==> config.mk <==
export PLATFORM = sky130hd
export DESIGN_NAME = traffic_car_detector
export DESIGN_NICKNAME = d
export VERILOG_FILES = /design/src/rtl/traffic_car_detector.sv
export SDC_FILE = /design/constraint.sdc
export NUM_CORES = 1
export LEC_CHECK = 0
export ABC_AREA = 1
export BUFFER_PORTS_ARGS = -buffer_cell sky130_fd_sc_hd__buf_2
export CAP_MARGIN = 20
export CORE_ASPECT_RATIO = 0.75
export CORE_MARGIN = 8
export CORE_UTILIZATION = 26
export DETAILED_ROUTE_END_ITERATION = 7
export SLEW_MARGIN = 20
export SYNTH_ARGS = -nofsm -noshare
export SYNTH_HDL_FRONTEND = slang
export SYNTH_SLANG_ARGS = --single-unit
==> constraint.sdc <==
create_clock -name clock -period 1.35 [get_ports clock]
set_input_delay 0.27 -clock clock [delete_from_list [all_inputs] [get_ports clock]]
set_output_delay 0.27 -clock clock [all_outputs]
set_load 0.01 [all_outputs]
==> src/rtl/traffic_car_detector.sv <==
// Car detector front end for the traffic light controller.
// Each direction (EW, NS) synchronizes its raw loop sensor and debounces it.
// A detected car is latched as a pending request, with a "long wait" flag
// once it has been pending WAIT_LIMIT cycles. A request is dropped when the
// controller shows green for that direction.
module traffic_car_detector #(
  parameter int DEBOUNCE   = 4,
  parameter int WAIT_LIMIT = 16,
  parameter int CNT_W      = 5
) (
  input  logic       clock,
  input  logic       reset,
  input  logic       EWSense,
  input  logic       NSSense,
  input  logic [1:0] EWLite,
  input  logic [1:0] NSLite,
  output logic [1:0] EWCar,
  output logic [1:0] NSCar
);

  typedef enum logic [1:0] {
    IDLE   = 2'd0,
    ARM    = 2'd1,
    WAIT   = 2'd2,
    SERVED = 2'd3
  } state_e;

  localparam logic [1:0]       LITE_GREEN = 2'b10;
  localparam logic [CNT_W-1:0] CNT_ZERO   = '0;
  localparam logic [CNT_W-1:0] CNT_ONE    = CNT_W'(1);
  localparam logic [CNT_W-1:0] DB_LAST    = CNT_W'(DEBOUNCE - 1);
  localparam logic [CNT_W-1:0] WAIT_MAX   = CNT_W'(WAIT_LIMIT);

  // Index 0 is the EW channel, index 1 is the NS channel.
  logic [1:0]      sense_w;
  logic [1:0][1:0] lite_w;
  logic [1:0][1:0] car_w;

  assign sense_w = {NSSense, EWSense};
  assign lite_w  = {NSLite, EWLite};
  assign EWCar   = car_w[0];
  assign NSCar   = car_w[1];

  for (genvar ch = 0; ch < 2; ch++) begin : g_chan
    logic             s1_q, s2_q;
    logic [CNT_W-1:0] dcnt_q, dcnt_d;
    logic [CNT_W-1:0] wcnt_q, wcnt_d;
    state_e           state_q, state_d;
    logic [1:0]       car_q, car_d;
    logic             green;

    // Only the exact green code counts as green; 2'b11 behaves like red.
    assign green      = (lite_w[ch] == LITE_GREEN);
    assign car_w[ch]  = car_q;

    // Two-flop synchronizer for the asynchronous loop sensor.
    always_ff @(posedge clock) begin
      if (reset) begin
        s1_q <= 1'b0;
        s2_q <= 1'b0;
      end else begin
        s1_q <= sense_w[ch];
        s2_q <= s1_q;
      end
    end

    // Next-state, counter and output decode for the request state machine.
    always_comb begin
      state_d = state_q;
      dcnt_d  = dcnt_q;
      wcnt_d  = wcnt_q;
      car_d   = 2'b00;
      case (state_q)
        IDLE: begin
          // A car seen while already green is served by that green.
          if (s2_q && !green) begin
            state_d = ARM;
            dcnt_d  = CNT_ONE;
          end
        end
        ARM: begin
          if (!s2_q || green) begin
            state_d = IDLE;
            dcnt_d  = CNT_ZERO;
          end else if (dcnt_q == DB_LAST) begin
            state_d = WAIT;
            wcnt_d  = CNT_ZERO;
          end else begin
            dcnt_d = dcnt_q + CNT_ONE;
          end
        end
        WAIT: begin
          // The request is latched: the sensor dropping does not cancel it.
          if (green) begin
            state_d = SERVED;
          end else if (wcnt_q != WAIT_MAX) begin
            wcnt_d = wcnt_q + CNT_ONE;
          end
        end
        SERVED: begin
          // Leaving through IDLE forces a full debounce for any later car.
          if (!green) begin
            state_d = IDLE;
          end
        end
        default: begin
          state_d = IDLE;
        end
      endcase
      // Outputs are registered from the next state so they move on the
      // same edge as the state transition.
      if (state_d == WAIT) begin
        car_d[0] = 1'b1;
        car_d[1] = (wcnt_d == WAIT_MAX);
      end
    end

    // State, counters and registered request outputs.
    always_ff @(posedge clock) begin
      if (reset) begin
        state_q <= IDLE;
        dcnt_q  <= CNT_ZERO;
        wcnt_q  <= CNT_ZERO;
        car_q   <= 2'b00;
      end else begin
        state_q <= state_d;
        dcnt_q  <= dcnt_d;
        wcnt_q  <= wcnt_d;
        car_q   <= car_d;
      end
    end
  end

endmodule

# ---- Word-level counts from Yosys, hierarchy flattened
# Index checks and enable logic that the tools add are counted.
dict set report totals {
  elab_cells 88
  regBits 32
  inputBits 8
}
dict set report classes {
  n_bitwise 2
  addsub 4
  reduce_logical 16
  mux 32
  eq_ne 20
}
# op count
set op_table {}
lappend op_table {{2-to-1 mux 5 bit} 14}
lappend op_table {{one-hot mux 5 bit (2 select lines)} 4}
lappend op_table {{adder 5 x 1 -> 5 bit (second input constant)} 4}
lappend op_table {{2-to-1 mux 2 bit} 10}
lappend op_table {{== test 2 bit (second input constant)} 8}
lappend op_table {{one-hot mux 2 bit (4 select lines)} 2}
lappend op_table {{== test 5 x 2 -> 1 bit (second input constant)} 2}
lappend op_table {{== test 5 bit (second input constant)} 2}
lappend op_table {{inequality test 5 bit (second input constant)} 2}
lappend op_table {{inequality test 3 bit (second input constant)} 2}
lappend op_table {{AND reduction 3 bit} 2}
lappend op_table {{== test 2 x 1 -> 1 bit (second input constant)} 2}
lappend op_table {{zero test 1 bit} 4}
lappend op_table {{zero test 2 bit} 2}
lappend op_table {{inequality test 2 bit (second input constant)} 2}
lappend op_table {{nonzero test 2 bit} 2}
lappend op_table {{OR reduction 2 bit} 2}
lappend op_table {{logical AND 1 bit} 2}
lappend op_table {{logical OR 1 bit} 2}
lappend op_table {{2-to-1 mux 1 bit} 2}
lappend op_table {{NOT 1 bit} 2}

# ---- Depth between registers and ports, before layout
# Gate-level depths: netlist of run 1.
dict set report depth {
  depth_word 8
  ltp_mapped 13
}

# ---- Worst setup path after synthesis of run 1
# No wires, ideal clock.
dict set report synth_path {
  path_type {flip-flop to flip-flop}
  start {register g_chan[0].state_q[0]}
  end {register g_chan[0].car_q[1], in the netlist EWCar[1]}
  stages_incl_launch_ff 10
  slack_ns -0.099
  required_ns 1.277
  t_arrival_ns 1.377
  path_cell_list {dfxtp_1 > inv_1 > ha_1 > nand2_1 > inv_1 > o21ai_1 > nor2_1 > a21oi_2 > nand2_1 > nor3_2}
}
dict set report synth_via {
  elab_chain_cells 6
  word_cells_on_any_way 15
  classes_between {5 x eq/ne; 7 x mux; 1 x bitwise; 2 x reduce/logical}
}
# element line
set synth_lines {}
lappend synth_lines {{start: declaration} 48} ;# state_e state_q, state_d;
lappend synth_lines {{start signal: assignment} 126} ;# state_q <= state_d;
lappend synth_lines {{2-to-1 mux 2 bit} 85} ;# end else if (dcnt_q == DB_LAST) begin
lappend synth_lines {{2-to-1 mux 2 bit} 82} ;# if (!s2_q || green) begin
lappend synth_lines {{one-hot mux 2 bit (4 select lines)} 73} ;# case (state_q)
lappend synth_lines {{== test 2 bit} 112} ;# if (state_d == WAIT) begin
lappend synth_lines {{NOT 1 bit (no line)} --}
lappend synth_lines {{OR reduction 2 bit (no line)} --}
lappend synth_lines {{end signal: assignment} 129} ;# car_q <= car_d;
lappend synth_lines {{end: declaration} 49} ;# logic [1:0] car_q, car_d;
# Parallel ways exist; a longest one is shown, timed or not.
# A chain may end at the register's enable or synchronous reset.

# ---- Worst setup path in the final report of run 1
dict set report layout_path {
  start {register g_chan[1].dcnt_q[1]}
  end {register g_chan[1].dcnt_q[1]}
}
dict set report layout_via {
  elab_chain_cells 4
  word_cells_on_any_way 7
  classes_between {1 x add/sub; 2 x eq/ne; 3 x mux; 1 x reduce/logical}
}
# element line
set layout_lines {}
lappend layout_lines {{start: declaration} 46} ;# logic [CNT_W-1:0] dcnt_q, dcnt_d;
lappend layout_lines {{start signal: assignment} 127} ;# dcnt_q <= dcnt_d;
lappend layout_lines {{adder 5 x 1 -> 5 bit} 89} ;# dcnt_d = dcnt_q + CNT_ONE;
lappend layout_lines {{2-to-1 mux 5 bit} 85}
lappend layout_lines {{2-to-1 mux 5 bit} 82}
lappend layout_lines {{one-hot mux 5 bit (2 select lines)} 73}
# Parallel ways exist; a longest one is shown, timed or not. The select of a mux whose other input is x is not followed.

==> results of run 1 <==
[power breakdown]
group	total (mW)	switching [mW]	internal, mW
clock	0.760	0.396	0.365
combinational	0.657	0.347	0.311
sequential	1.03	0.0480	0.986
total	2.45	0.790	1.66
[flip-flops by register name, summed over array words and instances (netlist names)]
name and cells:
EWCar 2, NSCar 2, g_chan.dcnt_q 10, g_chan.s1_q 2, g_chan.s2_q 2, g_chan.state_q 4
g_chan.wcnt_q 10
[worst max-delay path: stages (launching register included)]
cell	delay, ns
dfxtp_2	0.37
ha_4	0.15
nand2_4	0.05
nor2_4	0.11
nand2_1	0.07
nand2_2	0.11
nand2_2	0.08
nand2_4	0.12
inv_4	0.05
nand2_2	0.07
nand2_2	0.07
nor3_2	0.18
[synthesized netlist by cell type, drive strengths merged]
cell type / count / area [um2]
nor3: 3 / 25.02
dfxtp: 32 / 640.6
o21bai: 2 / 26.28
nand2: 98 / 420.4
nor2: 39 / 163.9
buf: 1 / 11.26
ha: 14 / 175.2
o211ai: 1 / 7.510
nand4: 6 / 37.54
inv: 55 / 206.5
nand3: 24 / 130.1
o31ai: 1 / 7.510
a21boi: 1 / 7.510
clkbuf: 2 / 7.510
o22ai: 1 / 6.260
a21oi: 13 / 76.33
xor2: 3 / 26.28
o21ai: 14 / 70.06
[routing by layer]
layer / share of wire / wire length, um / vias up
li1: - / - / 1102
met1: 0.50 / 2619 / 926
met2: 0.46 / 2420 / 16
met3: 0.026 / 134 / 4
met4: 0.0073 / 38 / 0
met5: 0 / 0 / -
[area by class of cell]
type	count	area [um2]	share of cell area
Multi-Input combinational cell	220	1466	0.4803
Inverter	55	221.5	0.07254
Timing Repair Buffer	65	475.5	0.1557
Clock inverter	3	23.77	0.007787
Sequential cell	32	665.6	0.2180
Tap cell	105	131.4	0.04303
Clock buffer	5	68.82	0.02254
[stage by stage]
stage	hold WS [ns]	setup slack (ns)	setup TNS, ns
after floorplan	0.3770	-0.008299	-0.008299
after global placement	0.3920	-0.1386	-0.8492
after detailed placement	0.3956	-0.1469	-1.145
after CTS	0.1717	-0.06483	-0.4263
after global routing	0.1754	-0.2243	-1.939
final	0.1799	-0.1516	-0.6814
[logic make-up (layout without fill, tap and decap cells)]
kind of cell / Yosys count / in the layout / share of synthesized area
AO/OA/AOI/OAI: 33 / 33 / 0.09848
buffers and inverters: 58 / 128 / 0.1101
flip-flops: 32 / 32 / 0.3131
adder cells (fa/ha/maj): 14 / 14 / 0.08563
AND/OR/NAND/NOR: 170 / 170 / 0.3798
XOR/XNOR: 3 / 3 / 0.01285
[final timing paths]
path	cells past startpoint	endpoint	slack [ns]
min reg2reg	2	g_chan[1].s2_q$_SDFF_PP0_	0.41
min	3	g_chan[1].s1_q$_SDFF_PP0_	0.18
max reg2reg	11	g_chan[1].dcnt_q[1]$_SDFFE_PP0P_	-0.15
max	11	g_chan[1].dcnt_q[1]$_SDFFE_PP0P_	-0.15
[what timing repair did]
| action | 4_1_cts | 5_1_grt |
|---|---|---|
| hold buffers | 0 | 0 |
| setup buffers | 2 | 10 |
| pin swaps | 5 | 29 |
| gates resized for setup | 38 | 60 |
| endpoints found under the setup margin | 18 | 24 |
==> reports/qor.yml, run 1 <==
outcome:
  status: "finished with violations"
  violations: "setup timing"
drt:
  drc: 0
  drt_wl_total_um: 5213
  vias: 2048
  drtIter0Drc: 59
  wl_per_cell_um: 10.75
  ant_nets: 0
  vias_per_cell: 4.223
  dr.pass1.iters: 4
synthesis:
  synth-seq-area-share: 0.3131
  syn_inst: 310
  syn_nets: 332
  synth_cell_type_count: 28
  syn-cell-area_um2: 2046
  avgSynthCellArea_um2: 6.599
  ys_ff_latch: 32
  yosysWarnings: 0
layout:
  final_core_util: 0.3925
  fill_cells: 805
  drive_gt1_frac: 0.4842
  areaGrowthSynthToFinish_pct: 49.24
  finalNetCount: 401
  antenna_cells: 0
  layout_commonest_cell: "nand2_1"
  mostFrequentLayoutCells: "nand2_1, buf_4, inv_1, nor2_1, nand2_2"
  final_cells: 485
  final_cell_area_um2: 3053
sta:
  rsz0062_at_grt: "true"
  finalMaxSlewViolations: 0
  fmax_ghz: 0.6660
  fin_crit_sh: 1.112
  final.setup.worst_slack_ns: -0.1516
  skew_ns: 0.002530
  hold_viol_final: 0
  finalSetupViolCount: 11
  tightest_slew_ns: 0.2764
  layout_min_cycle_time_ns: 1.502
  max-slew-margin-rel: 0.8138
placement:
  port_buffers: 11
  gp_congestion: 0.8153
  dp.cells: 465
  place_hpwl_um: 3622
  postPlaceCellArea_um2: 2557
pwr:
  p_leak_nw: 1.418
  max-vdd-ir-drop_uv: 641.8
  p_per_area_nw_per_um2: 802.8
  fin_total_pwr_mw: 2.451
floorplan:
  die-area_um2: 10990
  num_io_pins: 12
  coreArea_um2: 7777
  die_w_um: 118.4
  rows: 28
  start_util: 0.2630
  die_h_um: 92.82
critical_path:
  crit_arrival_ns: 1.71
  required_ns: 1.56
  path_class: "register to register"
  rr_startpoint: "g_chan[1].dcnt_q[1]$_SDFFE_PP0P_"
  cp-startpoint: "g_chan[1].dcnt_q[1]$_SDFFE_PP0P_"
  cp_max_fo: 6
  start_kind: "register"
  end_kind: "register"
cts:
  clk_latency_ns: 0.29
  clkSlewWorstSetupHoldPaths_ns: 0.07
  cts_tree: "yes"
  cts.htree.levels: 2
  cts_sinks: 32
  clockBufferDepth: 2
  cts_buffers: 5
  cts-root-buf: "clkbuf_8"
global_route:
  grt_pass1_wl_um: 8397
  antenna_found_initial: 0
  gr-usage-met3: 0.02553
  first_global_vias: 1892
  grt_use_met2: 0.1477
  overflow: 0
  grt_use_total: 0.09191
  grt_max_degree: 20
  grt_busiest_layer: "met2"
  grt_use_met1: 0.1176
worst_hold_path:
  hp-class: "input pin to register"
  hp-start: "NSSense"
flow_run:
  cap_violations: 0
(Power assumes the default switching activity.)
==> run 2: changes to the inputs <==
- ABC_AREA: 1 -> default
==> run 2 against run 1 <==
Effect of this change:
- combinational power shrank 55%
- largest power group unchanged
- sequential power down 6%
- global-route usage grew 2.0 points
- synthesized cell count fell by 26%
- critical path depth shrank 5
- sequential share of layout area is 2.2 points lower
- clock-buffer cell count increased by 1
- first-iteration DRC count up 31%
- critical endpoint is now EWCar[1]$_SDFF_PP0_
- the flow still finishes with violations (setup timing)
- sequential cell count is the same
- register-to-register slack got worse by 0.61 ns
- worst hold slack better by 0.018 ns
- design area rose by 10%
==> reports/qor.yml, run 2 <==
cts:
  cts_tree: "yes"  # unchanged
  cts_sinks: 32  # unchanged
  clockBufferDepth: 2  # unchanged
  cts.htree.levels: 2  # unchanged
  cts-root-buf: "clkbuf_8"  # unchanged
  clkSlewWorstSetupHoldPaths_ns: 0.07  # about the same
  cts_buffers: 5  # unchanged
  clk_latency_ns: 0.29  # about the same
critical_path:
  path_cells: "ha_4, or4b_4, o32a_4, a221o_1, a211o_1, nor4b_2"  # was ha_4, nand2_4, nor2_4, nand2_1, nand2_2, nand2_2, nand2_4, inv_4, nand2_2, nand2_2, nor3_2
  cp_max_fo: 2  # was 6
  crit_arrival_ns: 2.31  # was 1.71 ns
  r2r_end: "EWCar[1]$_SDFF_PP0_"  # was g_chan[1].dcnt_q[1]$_SDFFE_PP0P_
  start_kind: "register"  # unchanged
  crit_family: "compound AO/OA/AOI/OAI gates"  # was simple AND/OR/NAND/NOR gates
  cp_num_cells: 6  # was 11
  required_ns: 1.55  # was 1.56 ns
  path_class: "register to register"  # unchanged
  critPathBufInv: 0  # was 1
  cp_slowest_stage_delay_ns: 0.46  # was 0.37 ns
  cp-startpoint: "g_chan[0].dcnt_q[1]$_SDFFE_PP0P_"  # was g_chan[1].dcnt_q[1]$_SDFFE_PP0P_
  r2r_cells: 6  # was 11
  end_kind: "register"  # unchanged
  critPathCapture: "EWCar[1]$_SDFF_PP0_"  # was g_chan[1].dcnt_q[1]$_SDFFE_PP0P_
  rr_startpoint: "g_chan[0].dcnt_q[1]$_SDFFE_PP0P_"  # was g_chan[1].dcnt_q[1]$_SDFFE_PP0P_
  critPathSlowestCell: "or4b_4"  # was dfxtp_2
  reg2reg_slack_ns: -0.76  # was -0.15 ns
synthesis:
  ys_top_cells_by_area: "dfxtp_1, ha_1, nor2_1"  # was dfxtp_1, nand2_1, ha_1
  syn_nets: 252  # was 332
  syn-cell-area_um2: 1932  # was 2046 um2
  synthArstFlopShare: 0  # unchanged
  synth.top_cell.area_share: 0.3316  # was 0.3131
  synth_common_cells: "dfxtp_1, nor2_1, nand2_1"  # was nand2_1, inv_1, nor2_1
  synth_cell_type_count: 52  # was 28
  avgSynthCellArea_um2: 8.399  # was 6.599 um2
  synth-seq-area-share: 0.3316  # was 0.3131
  ys_ff_latch: 32  # unchanged
  syn_inst: 230  # was 310
  synth-edff-count: 0  # unchanged
  yosysWarnings: 0  # unchanged
  yosysMostFrequentCell: "dfxtp_1"  # was nand2_1
  yosys_most_used_dff: "dfxtp_1"  # unchanged
  synth.largest_area_cell: "dfxtp_1"  # unchanged
placement:
  postPlaceCellArea_um2: 2804  # was 2557 um2
  pre_cts_slack_ns: -0.8067  # was -0.1469 ns
  gp_congestion: 0.8599  # was 0.8153
  place_hpwl_um: 4057  # was 3622 um
  port_buffers: 11  # unchanged
drt:
  vias: 2013  # was 2048
  vias_per_cell: 4.638  # was 4.223
  ant_nets: 0  # unchanged
  drt_wl_total_um: 5575  # was 5213 um
  drtIter0Drc: 77  # was 59
  dr.pass1.iters: 4  # unchanged
  drc: 0  # unchanged
  wl_per_cell_um: 12.85  # was 10.75 um
global_route:
  grt_pass1_wl_um: 9480  # was 8397 um
  antenna_found_initial: 0  # unchanged
  overflow: 0  # unchanged
  first_global_vias: 2030  # was 1892
  grt_max_degree: 16  # was 20
  grt_use_total: 0.1121  # was 0.09191
sta:
  max-slew-margin-rel: 0.4862  # was 0.8138
  final.setup.worst_slack_ns: -0.7614  # was -0.1516 ns
  rsz0062_at_grt: "true"  # unchanged
  skew_ns: 0.006073  # was 0.002530 ns
  tightest_slew_ns: 0.7690  # was 0.2764 ns
  fmax_ghz: 0.4736  # was 0.6660 GHz
  finalMaxSlewViolations: 0  # unchanged
  layout_min_cycle_time_ns: 2.111  # was 1.502 ns
  hold_viol_final: 0  # unchanged
  fin_crit_sh: 1.564  # was 1.112
  finalSetupViolCount: 28  # was 11
pwr:
  max-vdd-ir-drop_uv: 476.1  # was 641.8 uV
  p_per_area_nw_per_um2: 651.5  # was 802.8 nW/um2
  p_seq_frac: 0.441  # was 0.422
  p_leak_nw: 1.318  # was 1.418 nW
  combPwrFrac: 0.136  # was 0.268
  p_int_mw: 1.651  # was 1.661 mW
  clkPwrFrac: 0.423  # was 0.310
  swShare: 0.2467  # was 0.3224
  switching_power_uw: 540.4  # was 790.2 uW
layout:
  top_regs: "g_chan.dcnt_q: 10 flops, g_chan.wcnt_q: 10 flops, g_chan.state_q: 4 flops"  # unchanged
  layout_commonest_cell: "buf_4"  # was nand2_1
  fill_cells: 664  # was 805
  areaGrowthSynthToFinish_pct: 74.09  # was 49.24%
  finalNetCount: 354  # was 401
  drive_gt1_frac: 0.5646  # was 0.4842
  antenna_cells: 0  # unchanged
  final_cell_area_um2: 3363  # was 3053 um2
  mostFrequentLayoutCells: "buf_4, dfxtp_1, nor2_1, buf_6, buf_2"  # was nand2_1, buf_4, inv_1, nor2_1, nand2_2
floorplan:
  rows: 27  # was 28
  start_util: 0.2660  # was 0.2630
  die_h_um: 90.65  # was 92.82 um
  die_w_um: 115.5  # was 118.4 um
  num_io_pins: 12  # unchanged
  coreArea_um2: 7263  # was 7777 um2
  die-area_um2: 10470  # was 10990 um2
worst_hold_path:
  hp-class: "input pin to register"  # unchanged
  hp-start: "EWSense"  # was NSSense
  worstHoldPathCells: 2  # was 3
flow_run:
  cap_violations: 0  # unchanged
outcome:
  violations: "setup timing"  # unchanged
  status: "finished with violations"  # unchanged
-- run 2: cell count changes in the layout (fill, tap and decap cells not counted), moves of 6 or more --
cell	before	now
and2_1	0	6
buf_4	50	79
buf_6	4	12
inv_1	34	8
inv_2	15	3
nand2_1	65	8
nand2_2	23	5
nand2_4	10	2
nand3_1	17	9
nand3_2	7	1
nor2_1	27	20
nor2_2	10	3
nor2b_1	0	10
-- run 2: cell type report --
cell class	count	area (um2)	share of cell area
Timing Repair Buffer	103	803.3	0.2388
Inverter	12	47.55	0.01414
Sequential cell	32	658.1	0.1957
Tap cell	101	126.4	0.03757
Clock inverter	2	35.03	0.01042
Multi-Input combinational cell	178	1620	0.4818
Clock buffer	6	72.57	0.02158
-- run 2: cells by family (layout without fill, tap and decap cells) --
family | Yosys count | count (layout) | synth area share
and+or+nand+nor | 103 | 103 | 0.2979
AOI/OAI and AO/OA | 51 | 51 | 0.1917
DFF | 32 | 32 | 0.3316
buffers and inverters | 20 | 123 | 0.04081
adders and majority gates | 14 | 14 | 0.09067
xor gates and xnor gates | 7 | 7 | 0.03174
muxes | 3 | 3 | 0.01554
-- run 2: power by group through the flow --
stage               Combinational (mW)  Clock [mW]  Sequential [mW]
floorplan                        0.120           0            0.992
global placement                 0.236           0            0.989
detailed placement               0.241           0            0.991
CTS                              0.279       0.942            0.966
global route                     0.323       0.996            0.968
finish                           0.298       0.927            0.966
-- run 2: stage by stage --
step                hold WS, ns  power, mW  utilization  cells  TNS, ns
floorplan                0.3982      1.113            -    230   -6.433
global placement         0.4211      1.226       0.3860    416   -10.50
detailed placement       0.4378      1.231       0.3860    416   -11.39
CTS                      0.1988      2.187       0.4381    428   -10.89
global route             0.2013      2.287       0.4630    434   -12.81
finish                   0.1981      2.191       0.4630    434   -10.89
-- run 2: routing by layer --
metal	GRT usage	vias up	wire length [um]
li1	-	1049	-
met1	0.1430	943	2704
met2	0.1754	16	2647
met3	0.03340	5	170
met4	0.03490	0	53
met5	0	-	0
-- run 2: repair_timing --
| action | 4_1_cts | 5_1_grt |
|---|---|---|
| endpoints found under the hold margin | 0 | 0 |
| setup buffers | 6 | 10 |
| setup endpoints to repair | 28 | 28 |
| hold buffers | 0 | 0 |
| resized for setup | 50 | 34 |
| pin swaps | 18 | 14 |
-- run 2: worst min path at each step --
stage | slack, ns | endpoint
detailed placement | 0.44 | g_chan[1].s2_q$_SDFF_PP0_
global route | 0.20 | g_chan[1].s1_q$_SDFF_PP0_
floorplan | 0.40 | g_chan[0].s1_q$_SDFF_PP0_
global placement | 0.42 | g_chan[1].s2_q$_SDFF_PP0_
CTS | 0.20 | g_chan[0].s1_q$_SDFF_PP0_
finish | 0.20 | g_chan[0].s1_q$_SDFF_PP0_
